--- src/rtl/instr_fetch_unit.sv ---
// Instruction fetch stage: PC, imem req/ack handshake, one-entry skid buffer, IF/ID register.
// Optional fetch counter output enabled by defining IFU_FETCH_CNT_EN.
module instr_fetch_unit #(
  parameter logic [31:0] RESET_PC = 32'h0000_0000
) (
  input  logic        clk,
  input  logic        rst_n,
  output logic        imem_req,
  output logic [31:0] imem_addr,
  input  logic        imem_ack,
  input  logic [31:0] imem_rdata,
  input  logic        stall,
  input  logic        redirect,
  input  logic [31:0] redirect_pc,
  output logic [31:0] IF_ID_instr,
  output logic [31:0] IF_ID_pc4,
  output logic        IF_ID_valid
`ifdef IFU_FETCH_CNT_EN
  ,
  output logic [31:0] fetch_cnt
`endif
);

  typedef enum logic [1:0] {IDLE, FETCH, HOLD, DROP} state_t;

  state_t      state, state_next;
  logic [31:0] pc, req_addr, hold_instr, hold_pc4;
  logic [31:0] target;
  logic        ifid_free, load_mem, load_hold, capture_hold, retarget;

  assign target    = redirect_pc & 32'hFFFF_FFFC;
  assign ifid_free = !stall || !IF_ID_valid;

  always_ff @(posedge clk or negedge rst_n) begin
    if (!rst_n) state <= IDLE;
    else        state <= state_next;
  end

  always_comb begin
    state_next = state;
    case (state)
      IDLE:  state_next = FETCH;
      FETCH: begin
        if (redirect)                    state_next = imem_ack ? FETCH : DROP;
        else if (imem_ack && !ifid_free) state_next = HOLD;
      end
      HOLD:  if (redirect || !stall) state_next = FETCH;
      DROP:  if (!redirect && imem_ack) state_next = FETCH;
      default: state_next = IDLE;
    endcase
  end

  always_comb begin
    imem_req     = (state == FETCH) || (state == DROP);
    imem_addr    = req_addr;
    load_mem     = (state == FETCH) && imem_ack && !redirect && ifid_free;
    capture_hold = (state == FETCH) && imem_ack && !redirect && !ifid_free;
    load_hold    = (state == HOLD) && !redirect && !stall;
    // A redirect only moves req_addr when no request would be left dangling
    retarget     = redirect && (((state == FETCH) && imem_ack) ||
                                (state == HOLD) || (state == IDLE));
  end

  always_ff @(posedge clk or negedge rst_n) begin
    if (!rst_n) begin
      pc          <= RESET_PC;
      req_addr    <= RESET_PC;
      hold_instr  <= '0;
      hold_pc4    <= '0;
      IF_ID_instr <= '0;
      IF_ID_pc4   <= '0;
      IF_ID_valid <= 1'b0;
    end else if (redirect) begin
      pc          <= target;
      IF_ID_instr <= '0;
      IF_ID_valid <= 1'b0;
      if (retarget) req_addr <= target;
    end else if (load_mem) begin
      IF_ID_instr <= imem_rdata;
      IF_ID_pc4   <= req_addr + 32'd4;
      IF_ID_valid <= 1'b1;
      pc          <= req_addr + 32'd4;
      req_addr    <= req_addr + 32'd4;
    end else if (load_hold) begin
      IF_ID_instr <= hold_instr;
      IF_ID_pc4   <= hold_pc4;
      IF_ID_valid <= 1'b1;
      pc          <= hold_pc4;
      req_addr    <= hold_pc4;
    end else if (capture_hold) begin
      hold_instr  <= imem_rdata;
      hold_pc4    <= req_addr + 32'd4;
    end else if ((state == DROP) && imem_ack) begin
      req_addr    <= pc;
    end
  end

`ifdef IFU_FETCH_CNT_EN
  always_ff @(posedge clk or negedge rst_n) begin
    if (!rst_n)                      fetch_cnt <= '0;
    else if (load_mem || load_hold)  fetch_cnt <= fetch_cnt + 32'd1;
  end
`endif

endmodule

--- config.mk ---
export PLATFORM = sky130hd
export DESIGN_NAME = instr_fetch_unit
export DESIGN_NICKNAME = d
export VERILOG_FILES = /design/src/rtl/instr_fetch_unit.sv
export SDC_FILE = /design/constraint.sdc
export NUM_CORES = 1
export LEC_CHECK = 0
export CORE_AREA = 5 5 151 153
export DETAILED_ROUTE_END_ITERATION = 7
export DIE_AREA = 0 0 156 158
export HOLD_SLACK_MARGIN = 0.08
export PLACE_DENSITY = 0.71
export SLEW_MARGIN = 20
export SYNTH_ARGS = -nofsm -noshare
export SYNTH_HDL_FRONTEND = slang
export SYNTH_SLANG_ARGS = --single-unit
--- constraint.sdc ---
create_clock -name clk -period 2.4 [get_ports clk]
set_input_delay 0.36 -clock clk [delete_from_list [all_inputs] [get_ports clk]]
set_output_delay 0.36 -clock clk [all_outputs]
set_load 0.005 [all_outputs]
Word-level counts from Yosys, hierarchy flattened
Cells that the tools add are included.
- multiplexer cells: 21
- bitwise gates (word level): 3
- reductions and logical operators: 27
- $add $sub $neg: 1
- eq/ne operators: 8
- operators with widths (cell ; number):
    two-way mux 32 bit ; 12
    adder 32 x 3 -> 32 bit (second input constant) ; 1
    logical AND 1 bit ; 10
    two-way mux 2 bit ; 5
    case mux 2 bit (4 select lines) ; 1
    AND reduction 3 bit ; 2
    logical OR 1 bit ; 5
    equality test 2 bit (second input constant) ; 2
    logical NOT 1 bit ; 4
    inequality test 2 bit (second input constant) ; 2
    inequality test 4 bit (second input constant) ; 1
    AND reduction 4 bit ; 1
    nonzero test 4 bit ; 1
    two-way mux 1 bit ; 3
    inequality test 3 bit (second input constant) ; 1
    inverter 1 bit ; 3
    nonzero test 3 bit ; 1
    equality test 2 x 1 -> 1 bit (second input constant) ; 1
    logical NOT 2 bit ; 1
    inequality test 2 x 1 -> 1 bit (second input constant) ; 1
    AND reduction 2 bit ; 1
    nonzero test 2 bit ; 1
- output and inout bits: 98
- register bits after elaboration: 195
- logic and storage cells: 68

Longest topological paths before layout
- depth in word-level cells: 8
- mapped depth: 9

Worst setup path before layout
Ideal clock, no wire load.
- path type: reg-to-reg
- from: register req_addr[8], in the netlist imem_addr[8]
- to: register pc[31]
- data required time: 2333 ps
- stages on the path, launching flop included: 8
- path buffers: 2
- period minus slack after synthesis: 2373 ps
- slack: 27 ps
- data arrival time: 2306 ps
- path through: dfrtp_1 buf_4 nand4_1 or4_1 buf_2 or4_4 a311oi_2 a311o_1
- longest elaborated chain between the ends: 3
- ends and longest elaborated chain (what ; line ; RTL):
    start: declaration ; 27 ; logic [31:0] pc, req_addr, hold_instr, hold_pc4;
    start signal: assignment ; 77 ; if (retarget) req_addr <= target;
    start signal: assignment ; 83 ; req_addr <= req_addr + 32'd4;
    start signal: assignment ; 89 ; req_addr <= hold_pc4;
    adder 32 x 3 -> 32 bit ; 82 ; pc <= req_addr + 32'd4;
    two-way mux 32 bit ; 78 ; end else if (load_mem) begin
    two-way mux 32 bit ; 73 ; end else if (redirect) begin
    end signal: assignment ; 74 ; pc <= target;
    end signal: assignment ; 82 ;
    end signal: assignment ; 88 ; pc <= hold_pc4;
    end: declaration ; 27 ;
Every way passes these cells.
A chain may end at the register's enable or synchronous reset.

Worst setup path in the final report
- from: register req_addr[4], in the netlist imem_addr[4]
- to: register pc[29]
Same word-level chain as after synthesis.

==> summary.md <==
| Metric | Value |
|---|---|
| Result of the run | finished clean |
| Post-route standard cell area excluding fillers | between 10000 and 15000 um2 |
| Total wire length | 27600 um |
| Routed length per placed instance | approximately 19 um |
| Power density over the cells | between 700 and 800 nW/um2 |
| Cell area after synthesis | approximately 9400 um2 |
| Total Routing Usage GR | 22.8% |
| Data required time at the worst endpoint | between 2 and 3 ns |
| Critical register-to-register path endpoint | pc[29] |
| Start point of the worst hold path | IF_ID_pc4[13] |
| Post-synthesis simple-gate area fraction | approximately 17% |
| Endpoint class of the critical path | flip-flop |
| Total placed instance area | around 12000 um2 |
| Post-route ant nets | 0 |
| Number of setup violations in the final report | 0 |
| Setup repair after global routing missed its margin | no |
| Number of hold violations in the final report | 0 |
| Max Clock Freq | between 400 and 500 MHz |
| Final nets | around 1300 |
| Main combinational cell family by area after synthesis | compound AO/OA/AOI/OAI gates |
| Detailed-routed wire length on met3 | between 1500 and 2000 um |
| Signal arrival time at the worst endpoint | 2.58 ns |
| Time the worst path needs with I/O delays and setup | between 2 and 2.5 ns |
| Max-slew violation total from the final report | 0 |
| Total number of placement rows | 54 |
| Clk_lat worst skew | 0.43 ns |
| Critical-path cell with the highest stage delay | sky130_fd_sc_hd__or4_4 |
| Total of buffers placed on input and output ports | between 150 and 200 |
| Slack of the worst reg-to-reg path | about 0.12 ns |
| Sinks on the clock net | 195 |
| Count of different cell masters after synthesis | 65 |
| Kind of critical path | reg2reg |
| First-pass GRT wire length | approximately 45000 um |
| Commonest cells in the netlist | sky130_fd_sc_hd__dfrtp_1 (195), sky130_fd_sc_hd__nand2_1 (163), sky130_fd_sc_hd__o21ai_0 (85) |
| Worst clock skew | 0.00820 ns |
| Seq cells post-synth | between 150 and 200 |
| Master cell of the clock root buffer | sky130_fd_sc_hd__clkbuf_16 |
| Most instantiated library cell after synthesis | sky130_fd_sc_hd__dfrtp_1 |
| Met2 wire len | between 10000 and 15000 um |
| Share of the synthesized area in the top cell type | roughly half |
| Startpoint type of the worst setup path | flip-flop |
| Fraction of the core area covered by cells at the end of the flow | between 50% and 60% |
| HPWL after DPL | around 19000 um |
| Post-synthesis to final-layout area growth | 34.1% |
| Count of inserted antenna diode cells | 0 |
| Share of cells above drive strength 1 | between 10% and 20% |
| Seq/Total Area, Yosys | 51.9% |
| Number of global-route vias before repair | approximately 8600 |
| Top cells by area in the synthesized netlist | sky130_fd_sc_hd__dfrtp_1 (52%), sky130_fd_sc_hd__nand2_1 (6.5%), sky130_fd_sc_hd__mux2_2 (4.9%) |
| Reg-to-reg critical path startpoint | imem_addr[4] |
| Compound-Gate Fraction of Synth Area | between 15 and 20% |
| Most used flip-flop cell after synthesis | sky130_fd_sc_hd__dfrtp_1 |
| Reg2reg path depth | 7 |
| Met1 wire length | between 10000 and 15000 um |
| Leakage power | roughly 5.6 nW |
| Highest routed metal layer | met4 |
| Clock tree from TritonCTS | yes |
| Worst hold-check path type | reg2reg |
| Worst voltage drop across the vdd grid | about 540 uV |
| Library cell occupying the most area in the post-synthesis netlist | sky130_fd_sc_hd__dfrtp_1 |
| Hold depth | 1 |
| Number of buffers on the longest clock path | 2 |
| Post-CTS clock slew at the launch and capture registers of the worst setup and hold paths | about 0.07 ns |
| Number of fill cells | around 1800 |
| Mean cell area of the mapped netlist | between 9 and 10 um2 |
| Total of max-cap violations | 0 |
| TritonCTS Buffers | 17 |
| Vias per Instance | ~5.7 |
| Ports | between 150 and 200 |
| Pin count of the biggest net entering global routing | between 60 and 70 |
| Drc violations | 0 |
| Via count | between 8000 and 9000 |
| Cell breakdown of the critical path | nand4_4 > or4_4 > buf_4 > nor4_2 > buf_4 > xnor2_1 > a22oi_1 |
| Number of detailed-routing iterations run before antenna repair | 5 |
| Height of the chip | approximately 160 um |
| H-tree depth reported by CTS | 4 |
| Starting Density | approximately 44% |
| Async S/R FF share, synth | 100% |
| DRC violation total after the first TritonRoute iteration | ~740 |
| Placeable core region | roughly 21000 um2 |
| Instance count of the mapped netlist | about 990 |
| Gp weighted congestion | just under 0.9 |
| Max-slew headroom | a little under 60% |
| Peak per-stage delay on the critical path | approximately 0.59 ns |
| Sink of the worst hold path | IF_ID_pc4[13] |
| Share of synthesized area spent on multiplexers | roughly 5.8% |
| Measured slew at the worst slew-check pin | 0.606 ns |
| Initial antenna violation count | 0 |
| Aggregate global routing overflow | 0 |
| Most numerous cell on the critical path | sky130_fd_sc_hd__buf_4 |
| Max FO, Critical Path | 11 |
| Synthesis warning total | 0 |
| Die Wd | 156 um |
| Synthesized-area fraction occupied by adder cells | less than 1% |
| Die area | between 20000 and 25000 um2 |
| Xor and xnor fraction of the mapped netlist area | around 2% |
| Net count after synthesis | about 1100 |
| Number of post-CTS setup repair buffers | 0 |
| Number of enable-type register cells in the synthesized netlist | 0 |
| Final clock period utilization by the worst path | a little over nine tenths |
flip-flops by register name, summed over array words and instances, names as in the netlist:
signal       flops
IF_ID_instr     32
IF_ID_pc4       32
hold_instr      32
hold_pc4        32
imem_addr       32
pc              32
state            2
IF_ID_valid      1
critical path, delay by kind of cell, from the launching register on:
family | cells | cell delay [ns]
XOR/XNOR | 1 | 0.17
AND/OR/NAND/NOR | 3 | 1.04
flip-flops | 1 | 0.42
AO/OA/AOI/OAI | 1 | 0.13
buffers and inverters | 2 | 0.39
per-layer routing:
layer	GRT usage [%]	up-vias
met4	5.75	0
li1	-	3960
met5	0	-
met3	3.47	28
met2	37.4	291
met1	32.1	4133
report_power, final:
part           total [mW]  internal, mW  switching, mW
Clock                2.71          1.42           1.29
Combinational        2.72          1.48           1.24
Sequential           4.38          3.96          0.426
Total                9.81          6.86           2.95
how the worst max path moves through the flow:
| stage | endpoint | startpoint | slack [ns] |
|---|---|---|---|
| after floorplan | pc[31] | imem_addr[8] | 0.03 |
| after global placement | pc[15] | imem_ack | -0.01 |
| after detailed placement | imem_addr[3] | imem_ack | -0.07 |
| after CTS | pc[31] | imem_addr[4] | 0.02 |
| after global routing | imem_addr[23] | imem_addr[4] | 0.02 |
| final | pc[29] | imem_addr[4] | 0.12 |
per-stage QoR:
stage / hold WS, ns / std cells / total power [mW] / worst slack (ns) / setup TNS [ns]
after floorplan: 0.0644 / 986 / 5.57 / 0.0268 / 0
after detailed placement: 0.420 / 1451 / 7.16 / -0.0686 / -0.345
final: 0.477 / 1484 / 9.81 / 0.119 / 0
after CTS: 0.481 / 1484 / 9.87 / 0.0220 / 0
after global placement: 0.419 / 1451 / 7.07 / -0.0127 / -0.0127
after global routing: 0.505 / 1484 / 10.4 / 0.0183 / 0
cells by family (layout without fill, tap and decap cells):
kind of cell             after synthesis  after routing
AO/OA/AOI/OAI                        293            293
buffers and inverters                 93            311
flip-flops                           195            195
AND/OR/NAND/NOR                      333            333
adder cells (fa/ha/maj)                1              1
multiplexers                          49             49
XOR/XNOR                              22             22
cell type report:
cell class | instances | area (um2) | area share, %
flip-flops and latches | 195 | 4880 | 38.7
multi-input cells | 698 | 4220 | 33.4
repair buffers | 262 | 2550 | 20.2
inverters | 17 | 63.8 | 0.506
clock buffers | 22 | 474 | 3.76
well taps | 280 | 350 | 2.78
clock inverters | 10 | 75.1 | 0.595
placed cells by master, fill, tap and decap left out, types with 8 or more instances in the layout:
cell type,instances
sky130_fd_sc_hd__o31ai_1,8
sky130_fd_sc_hd__a21oi_1,76
sky130_fd_sc_hd__buf_12,14
sky130_fd_sc_hd__a31o_2,10
sky130_fd_sc_hd__a31oi_1,14
sky130_fd_sc_hd__nand4_1,13
sky130_fd_sc_hd__dfrtp_1,195
sky130_fd_sc_hd__and3_1,36
sky130_fd_sc_hd__nor3_1,12
sky130_fd_sc_hd__mux2i_1,8
sky130_fd_sc_hd__a22oi_1,13
sky130_fd_sc_hd__a21o_1,14
sky130_fd_sc_hd__nand2_1,162
sky130_fd_sc_hd__o21ai_1,9
sky130_fd_sc_hd__buf_4,83
sky130_fd_sc_hd__nor4_1,9
sky130_fd_sc_hd__nor2_1,41
sky130_fd_sc_hd__xnor2_1,16
sky130_fd_sc_hd__clkdlybuf4s50_1,162
sky130_fd_sc_hd__clkbuf_16,17
sky130_fd_sc_hd__mux2_2,41
sky130_fd_sc_hd__o21ai_0,85
sky130_fd_sc_hd__nand3_1,27
sky130_fd_sc_hd__inv_1,16
repair_timing:
action / in CTS / in global routing
endpoints found under the setup margin: 0 / 10
resized for setup: 0 / 3
hold buffers: 1 / 0
hold endpoints to repair: 59 / 0
(Power assumes the default switching activity.)
